===== config.mk =====
export PLATFORM = sky130hd
export DESIGN_NAME = decode_stage_hz
export DESIGN_NICKNAME = d
export VERILOG_FILES = /design/src/rtl/decode_stage_hz.sv
export SDC_FILE = /design/constraint.sdc
export NUM_CORES = 2
export LEC_CHECK = 0
export CELL_PAD_IN_SITES_DETAIL_PLACEMENT = 1
export CELL_PAD_IN_SITES_GLOBAL_PLACEMENT = 1
export CORE_MARGIN = 2
export CORE_UTILIZATION = 50
export DETAILED_ROUTE_END_ITERATION = 8
export MAX_ROUTING_LAYER = met4
export PLACE_DENSITY = 0.89
export SLEW_MARGIN = 15
export SYNTH_ARGS = -nofsm -noshare
export SYNTH_HDL_FRONTEND = slang
export SYNTH_SLANG_ARGS = --single-unit

===== constraint.sdc =====
create_clock -name clk -period 5.09 [get_ports clk]
set_clock_uncertainty 0.15 [all_clocks]
set_input_delay 0.509 -clock clk [delete_from_list [all_inputs] [get_ports clk]]
set_output_delay 0.509 -clock clk [all_outputs]
set_load 0.1 [all_outputs]

===== src/rtl/decode_stage_hz.sv =====
// Purpose: MIPS-subset ID stage (regfile, control decode, sign-extend, ID/EX register) with load-use stall.
// Latency: one cycle from IF/ID to ID/EX; regfile reads are combinational with optional WB bypass.
// Backpressure: stall asks fetch to hold PC and IF/ID while a bubble is pushed into EX; flush overrides it.
module decode_stage_hz #(
   parameter int DATA_W     = 32,
   parameter int REG_ADDR_W = 5,
   parameter int PC_W       = 32,
   parameter bit ZERO_REG   = 1'b1,
   parameter bit BYPASS_EN  = 1'b1
) (
   input  logic                  clk,
   input  logic                  rst,
   input  logic                  wb_reg_write,
   input  logic [REG_ADDR_W-1:0] wb_write_reg_location,
   input  logic [DATA_W-1:0]     mem_wb_write_data,
   input  logic [31:0]           if_id_instr,
   input  logic [PC_W-1:0]       if_id_npc,
   input  logic                  if_id_valid,
   input  logic                  flush,
   output logic                  stall,
   output logic                  id_ex_valid,
   output logic [1:0]            id_ex_wb,
   output logic [2:0]            id_ex_mem,
   output logic [3:0]            id_ex_execute,
   output logic [PC_W-1:0]       id_ex_npc,
   output logic [DATA_W-1:0]     id_ex_read_data_1,
   output logic [DATA_W-1:0]     id_ex_read_data_2,
   output logic [DATA_W-1:0]     id_ex_sign_ext,
   output logic [REG_ADDR_W-1:0] id_ex_instr_bits_25_21,
   output logic [REG_ADDR_W-1:0] id_ex_instr_bits_20_16,
   output logic [REG_ADDR_W-1:0] id_ex_instr_bits_15_11
);

   localparam int NREGS = 2 ** REG_ADDR_W;

   localparam logic [5:0] OP_RTYPE = 6'h00;
   localparam logic [5:0] OP_LW    = 6'h23;
   localparam logic [5:0] OP_SW    = 6'h2B;
   localparam logic [5:0] OP_BEQ   = 6'h04;
   localparam logic [5:0] OP_ADDI  = 6'h08;

   // Control bundle as it travels to EX/MEM/WB.
   typedef struct packed {
      logic [1:0] wb;   // {regwrite, memtoreg}
      logic [2:0] mem;  // {branch, memread, memwrite}
      logic [3:0] ex;   // {regdst, aluop[1:0], alusrc}
   } ctrl_t;

   // ------------------------------------------------------------------
   // Instruction field extraction
   // ------------------------------------------------------------------
   logic [5:0]            w_opcode;
   logic [REG_ADDR_W-1:0] w_rs_idx;
   logic [REG_ADDR_W-1:0] w_rt_idx;
   logic [REG_ADDR_W-1:0] w_rd_idx;
   logic [DATA_W-1:0]     w_sign_ext;

   assign w_opcode   = if_id_instr[31:26];
   assign w_rs_idx   = REG_ADDR_W'(if_id_instr[25:21]);
   assign w_rt_idx   = REG_ADDR_W'(if_id_instr[20:16]);
   assign w_rd_idx   = REG_ADDR_W'(if_id_instr[15:11]);
   // Signed cast replicates instr[15] into every bit above 15.
   assign w_sign_ext = DATA_W'($signed(if_id_instr[15:0]));

   // ------------------------------------------------------------------
   // Register file
   // ------------------------------------------------------------------
   logic [DATA_W-1:0] r_rf [NREGS];
   logic              w_rf_we;

   // Register 0 is hard-wired when ZERO_REG is set, so its writes are dropped.
   assign w_rf_we = wb_reg_write &&
                    (!ZERO_REG || (wb_write_reg_location != '0));

   // Writeback port; reset clears every entry so stale state never survives a reset.
   always_ff @(posedge clk or negedge rst) begin
      if (!rst) begin
         for (int i = 0; i < NREGS; i++) begin
            r_rf[i] <= '0;
         end
      end else if (w_rf_we) begin
         r_rf[wb_write_reg_location] <= mem_wb_write_data;
      end
   end

   logic [DATA_W-1:0] w_rd1;
   logic [DATA_W-1:0] w_rd2;
   logic              w_fwd_rs;
   logic              w_fwd_rt;

   // Writeback forwarding: the value being written this cycle is visible to ID now.
   assign w_fwd_rs = BYPASS_EN && wb_reg_write &&
                     (wb_write_reg_location == w_rs_idx) &&
                     (!ZERO_REG || (w_rs_idx != '0));
   assign w_fwd_rt = BYPASS_EN && wb_reg_write &&
                     (wb_write_reg_location == w_rt_idx) &&
                     (!ZERO_REG || (w_rt_idx != '0));

   // Combinational read ports with bypass and hard-wired zero register.
   always_comb begin
      w_rd1 = r_rf[w_rs_idx];
      w_rd2 = r_rf[w_rt_idx];
      if (w_fwd_rs) begin
         w_rd1 = mem_wb_write_data;
      end
      if (w_fwd_rt) begin
         w_rd2 = mem_wb_write_data;
      end
      if (ZERO_REG && (w_rs_idx == '0)) begin
         w_rd1 = '0;
      end
      if (ZERO_REG && (w_rt_idx == '0)) begin
         w_rd2 = '0;
      end
   end

   // ------------------------------------------------------------------
   // Control decode
   // ------------------------------------------------------------------
   ctrl_t w_ctrl;
   logic  w_uses_rt;

   // Opcode to control bundle; unknown opcodes decode as a NOP but stay valid.
   always_comb begin
      w_ctrl    = '0;
      w_uses_rt = 1'b0;
      case (w_opcode)
         OP_RTYPE: begin
            w_ctrl.ex  = 4'b1100;
            w_ctrl.mem = 3'b000;
            w_ctrl.wb  = 2'b10;
            w_uses_rt  = 1'b1;
         end
         OP_LW: begin
            w_ctrl.ex  = 4'b0001;
            w_ctrl.mem = 3'b010;
            w_ctrl.wb  = 2'b11;
         end
         OP_SW: begin
            w_ctrl.ex  = 4'b0001;
            w_ctrl.mem = 3'b001;
            w_ctrl.wb  = 2'b00;
            w_uses_rt  = 1'b1;
         end
         OP_BEQ: begin
            w_ctrl.ex  = 4'b0010;
            w_ctrl.mem = 3'b100;
            w_ctrl.wb  = 2'b00;
            w_uses_rt  = 1'b1;
         end
         OP_ADDI: begin
            w_ctrl.ex  = 4'b0001;
            w_ctrl.mem = 3'b000;
            w_ctrl.wb  = 2'b10;
         end
         default: begin
            w_ctrl    = '0;
            w_uses_rt = 1'b0;
         end
      endcase
   end

   // ------------------------------------------------------------------
   // Load-use hazard detection
   // ------------------------------------------------------------------
   logic                  r_valid;
   ctrl_t                 r_ctrl;
   logic [PC_W-1:0]       r_npc;
   logic [DATA_W-1:0]     r_rd1;
   logic [DATA_W-1:0]     r_rd2;
   logic [DATA_W-1:0]     r_sign_ext;
   logic [REG_ADDR_W-1:0] r_rs_idx;
   logic [REG_ADDR_W-1:0] r_rt_idx;
   logic [REG_ADDR_W-1:0] r_rd_idx;

   logic w_hz;
   logic w_bubble;

   // A load in EX whose destination feeds the ID instruction; register 0 is not exempt
   // because a load to $0 is rare enough that the extra bubble is harmless.
   assign w_hz = r_valid && r_ctrl.mem[1] && if_id_valid &&
                 ((r_rt_idx == w_rs_idx) ||
                  (w_uses_rt && (r_rt_idx == w_rt_idx)));

   // Flush wins over stall: the squashed instruction must not hold fetch.
   assign stall    = w_hz && !flush;
   assign w_bubble = flush || w_hz || !if_id_valid;

   // ------------------------------------------------------------------
   // ID/EX pipeline register
   // ------------------------------------------------------------------
   // Loads every edge; a bubble only clears valid and controls, data fields are don't-care in EX.
   always_ff @(posedge clk or negedge rst) begin
      if (!rst) begin
         r_valid    <= 1'b0;
         r_ctrl     <= '0;
         r_npc      <= '0;
         r_rd1      <= '0;
         r_rd2      <= '0;
         r_sign_ext <= '0;
         r_rs_idx   <= '0;
         r_rt_idx   <= '0;
         r_rd_idx   <= '0;
      end else begin
         r_valid    <= !w_bubble;
         r_ctrl     <= w_bubble ? ctrl_t'('0) : w_ctrl;
         r_npc      <= if_id_npc;
         r_rd1      <= w_rd1;
         r_rd2      <= w_rd2;
         r_sign_ext <= w_sign_ext;
         r_rs_idx   <= w_rs_idx;
         r_rt_idx   <= w_rt_idx;
         r_rd_idx   <= w_rd_idx;
      end
   end

   assign id_ex_valid            = r_valid;
   assign id_ex_wb               = r_ctrl.wb;
   assign id_ex_mem              = r_ctrl.mem;
   assign id_ex_execute          = r_ctrl.ex;
   assign id_ex_npc              = r_npc;
   assign id_ex_read_data_1      = r_rd1;
   assign id_ex_read_data_2      = r_rd2;
   assign id_ex_sign_ext         = r_sign_ext;
   assign id_ex_instr_bits_25_21 = r_rs_idx;
   assign id_ex_instr_bits_20_16 = r_rt_idx;
   assign id_ex_instr_bits_15_11 = r_rd_idx;

endmodule


After elaboration in Yosys (flattened, before gate mapping)
Cells that the tools add are included.
{ "op_classes": {"shift": 0, "n_lt_le_gt_ge": 4, "n_reduce_logical": 24, "n_bitwise": 3, "div": 0, "n_mux": 16, "eq_ne": 8, "n_mul": 0, "add_sub_neg": 0} }
{ "op_table": {"columns": ["cell", "n"], "rows": [
  ["bitwise mux 1024 bit", 1],
  ["binary-select mux 32 bit (select 5 bit)", 2],
  ["two-way mux 32 bit", 9],
  ["demux 32 bit (select 5 bit)", 1],
  ["case mux 9 bit (5 select lines)", 1],
  ["equality test 5 bit", 4],
  [">= comparator 6 bit, second input constant", 3],
  ["inverter 5 -> 6 bit", 3],
  ["nonzero test 5 bit", 3],
  ["equality test 6 bit, second input constant", 2],
  ["logical AND 1 bit", 11],
  ["zero test 5 bit", 2],
  ["two-way mux 9 bit", 1],
  ["equality test 6 x 3 -> 1 bit, second input constant", 1],
  ["equality test 6 x 4 -> 1 bit, second input constant", 1],
  ["zero test 6 bit", 1],
  ["< comparator 6 x 1 -> 1 bit, second input constant", 1],
  ["zero test 1 bit", 3],
  ["logical OR 1 bit", 3],
  ["OR reduction 3 bit", 1],
  ["two-way mux 1 bit", 1]
]} }
{ "totals": {"ram_bits": 0, "mem_count": 0, "rom_bits": 0, "regBits": 1161, "out_inout_bits": 154, "elab_cells": 98, "inputBits": 106, "latchBits": 0} }

Longest topological paths before layout
{ "logic_depth": {"word_depth": 9, "depth_mapped": 9, "ltp_nobuf": 5} }

Worst setup path after synthesis
No wires, ideal clock.
{ "synth_timing": {"path_kind": "reg-to-output", "from": "register r_rt_idx[4] (netlist: id_ex_instr_bits_20_16[4])", "to": "output port stall", "t_required_ns": 4.431, "stages_incl_launch_ff": 6, "arrival_time_ns": 3.160, "path_slack_ns": 1.271, "n_path_buf": 0, "path_cell_list": "dfrtp_1 > xor2_1 > nor4_1 > o211ai_1 > a21oi_2 > nor2b_1"} }
{ "synth_between": {"elab_chain_len": 5, "word_cells_on_any_way": 6, "cone_classes": "eq/ne: 2; reduce/logical: 4"} }
{ "synth_lines": {"columns": ["element", "line", "source"], "rows": [
  ["start: declaration", "173", "logic [REG_ADDR_W-1:0] r_rt_idx;"],
  ["start signal: assignment", "212", "r_rt_idx <= w_rt_idx;"],
  ["equality test 5 bit", "183", "(w_uses_rt && (r_rt_idx == w_rt_idx)));"],
  ["logical AND 1 bit", "183", null],
  ["logical OR 1 bit *", "182", "((r_rt_idx == w_rs_idx) ||"],
  ["logical AND 1 bit *", "181", "assign w_hz = r_valid && r_ctrl.mem[1] && if_id_valid &&"],
  ["logical AND 1 bit *", "186", "assign stall = w_hz && !flush;"],
  ["end: declaration", "20", "output logic stall,"]
]} }
Every way passes the cells marked *; elsewhere a longest branch is shown, timed or not.

Worst setup path after layout
{ "layout_timing": {"from": "input port if_id_instr[17]", "to": "output port stall"} }
{ "layout_between": {"elab_chain_len": 5} }
{ "layout_lines": {"columns": ["element", "line", "source"], "rows": [
  ["start: declaration", "16", "input logic [31:0] if_id_instr,"],
  ["equality test 5 bit", "183", null],
  ["logical AND 1 bit", "183", null],
  ["logical OR 1 bit", "182", null],
  ["logical AND 1 bit", "181", null],
  ["logical AND 1 bit", "186", null]
]} }
No other way between the ends.

==> summary.md <==
| Metric | Value |
|---|---|
| Total Wirelength | `229 mm` |
| Combinational family with the most area after synthesis | `multiplexers` |
| Synth Area per Inst | `between 10 and 15 sq um` |
| Chip height | `346 um` |
| Critical path peak fanout | `between 50 and 60` |
| Simple-gate share of the synthesized area | `0.0181` |
| Synth warn | `0` |
| First drt pass iteration count | `7` |
| Max incr delay on CP | `0.56 ns` |
| Worst Tran Pin Value | `1.27 ns` |
| Largest net degree at the start of global routing | `~150` |
| Final setup fails | `0` |
| #FFs+latches synth | `~1200` |
| Ys flop type | `dfrtp_1` |
| Asr flop ratio synth | `1.00` |
| LEAKAGE | `28.9 nW` |
| Vias in the first global route | `47301` |
| FILL cells | `between 10000 and 15000` |
| Vias | `43150` |
| Xor/xnor cell area share of the yosys netlist | `0.00299` |
| RSZ-0062 raised after global routing | `false` |
| Cell Pwr Density | `around 420 nW/um^2` |
| # DRC | `0` |
| Netlist cell types | `53` |
| # rows | `approximately 130` |
| Number of max-cap violations | `0` |
| Starting Density | `0.504` |
| Die width | `346 um` |
| Nets | `between 4000 and 5000` |
| H-tree levels | `3` |
| CP max stage cell | `dlygate4sd3_1` |
| IO buf count | `259` |
| Post-Synthesis Cells | `4056` |
| Fin. Hold Viols | `0` |
| TNS Setup | `0 ns` |
| Post-synthesis compound-gate area fraction | `0.0613` |
| RePlAce Congestion | `0.860` |
| Final ANT Viol Nets | `0` |
| Status | `finished clean` |
| CP delay by family, top | `buffers and inverters` |
| Tcrit/Tclk final | `0.774` |
| Resized Gates After CTS | `0` |
| Worst-path clk slew | `about 0.060 ns` |
| WP data arrival | `between 3 and 4 ns` |
| Post-synthesis cell area | `58600 sq um` |
| FF/Latch Area | `28900 sq um` |
| Critical Path RT | `4.43 ns` |
| Routed WL per cell | `39.9 um` |
| Fmax | `0.254 GHz` |
| Layout cell share with drive strength beyond 1 | `0.417` |
| Core region area | `116000 sq um` |
| Grt ovf | `0` |
| Type of the worst min-delay path | `input pin to register` |
| I/O pin total | `260` |
| Antenna violations before repair | `14` |
| Setup Fix Bufs, Post-CTS | `0` |
| Max clock buf depth | `3` |
| CP Buf/Inv Count | `4` |
| Post-synth EDFFs | `0` |
| Post-synthesis mux area share | `0.384` |
| Critical-path cell list | `dlygate4sd3_1, buf_8, xor2_1, nor4_1, buf_4, o211ai_1, a21oi_2, nor2b_1, buf_12` |
| Crit path kind | `input pin to output port` |
| First-pass GRT wire length | `around 330 mm` |
| Initial detailed-routing violation count | `5775` |
| DP HPWL | `126 mm` |
| Skew-Pair Late Insertion Delay | `~0.77 ns` |
| TritonCTS clock tree | `done` |
| Post-Synth Adder-Cell Area | `0` |
| CTS Buf Count | `between 100 and 150` |
| Tot Pwr | `0.0280 W` |
| Clock sinks | `1153` |
| Layout area overhead | `13.3%` |
| Worst slew margin | `0.150` |
| Die area | `120000 sq um` |
| FF-to-FF setup slack | `between 2 and 3 ns` |
| Final min period | `3.94 ns` |
| GRT Total Usage | `0.390` |
| Max Slew Vio Count | `0` |
| CP endpoint kind | `output port` |
| Startpoint Class | `input pin` |
| Footprint of the multi-input gates | `27600 sq um` |
| Synthesized Nets | `4162` |
| Root Driver | `clkbuf_16` |
| Via/cell ratio | `7.51` |
| VDD IR-drop max | `0.000363 V` |
| Seq/Total Area, Yosys | `0.492` |
==> where the power goes <==
group	leakage [nW]	switching, W	internal [W]
combinational	12.1	0.00326	0.00292
sequential	14.7	0.00168	0.0108
clock	2.04	0.00413	0.00525
total	28.9	0.00907	0.0190
==> synth_stat cells (all sizes together), types with 14 or more instances <==
cell type,n,area (sq um)
dfrtp,1153,28900
mux2,1032,11600
mux4,344,7750
mux2i,316,3160
buf,256,1580
clkbuf,215,815
o21ai,87,435
o22ai,83,519
a221oi,76,666
nor2,72,270
nand2,70,265
a22oi,64,480
o211ai,51,383
a31oi,45,282
or3,26,163
o22a,25,219
o2111ai,20,175
o221a,19,214
o221ai,14,123
==> path summary, 6_finish.rpt <==
kind,startpoint,endpoint,depth (start not counted)
setup reg to reg,id_ex_instr_bits_20_16[4],id_ex_execute[2],5
hold / removal,if_id_npc[30],id_ex_npc[30],1
setup / recovery,if_id_instr[17],stall,9
hold reg to reg,r_rf[993],r_rf[993],0
max in group asynchronous,rst,id_ex_npc[27],3
min in group asynchronous,rst,id_ex_sign_ext[11],2
==> metal layers <==
layer  track usage  wire length (um)
met3         0.143             30200
met2         0.568            103000
met5             -                 0
met1         0.449             77200
met4         0.272             18600
==> stage by stage <==
stage / setup WS (ns) / instances / hold slack, ns / utilization / instance area (sq um)
4_1_cts: 1.05 / 5721 / 0.0121 / 0.572 / 66400
5_1_grt: 0.938 / 5740 / 0.0464 / 0.571 / 66400
3_3_place_gp: 1.32 / 5489 / 0.234 / 0.536 / 62300
6_report: 1.15 / 5743 / 0.0295 / 0.572 / 66400
2_1_floorplan: 1.27 / 4056 / 0.0634 / - / 58600
3_5_place_dp: 1.33 / 5489 / 0.240 / 0.536 / 62300
==> cell usage in the layout, fill, tap and decap left out, drive strengths merged, types with 19 or more instances in the layout <==
cell type	netlist	final
a221oi	76	76
a22oi	64	64
a31oi	45	45
buf	256	149
clkbuf	215	173
clkdlybuf4s50	0	231
clkinv	0	35
dfrtp	1153	1153
diode	0	22
mux2	1032	1032
mux2i	316	316
mux4	344	344
nand2	70	70
nor2	72	72
o2111ai	20	20
o211ai	51	51
o21ai	87	87
o221a	19	19
o22a	25	25
o22ai	83	83
or3	26	26
==> state kept, by name, indices dropped and copies added, names as in the netlist <==
name,flops
id_ex_valid,1
id_ex_instr_bits_15_11,2
id_ex_sign_ext,14
id_ex_instr_bits_20_16,5
id_ex_npc,32
id_ex_wb,1
id_ex_execute,3
id_ex_read_data_1,32
id_ex_mem,2
id_ex_read_data_2,32
id_ex_instr_bits_25_21,5
r_rf,1024
==> area by class of cell <==
cell class	instances	share of cell area
Antenna cell	22	0.000829
Clock buffer	173	0.0526
Clock inverter	52	0.00919
Inverter	2	0.000113
Multi-Input combinational cell	2430	0.416
Sequential cell	1153	0.434
Tap cell	1524	0.0287
Timing Repair Buffer	387	0.0580
==> timing repair <==
item                       4_1_cts  5_1_grt
hold endpoints to repair        68        0
hold buffers                     7        0
setup endpoints to repair        0        0
==> cell families after synthesis <==
group,count (synthesis)
multiplexers,1692
flip-flops,1153
buffers and inverters,473
AND/OR/NAND/NOR,223
AO/OA/AOI/OAI,495
XOR/XNOR,20
(Power assumes the default switching activity.)
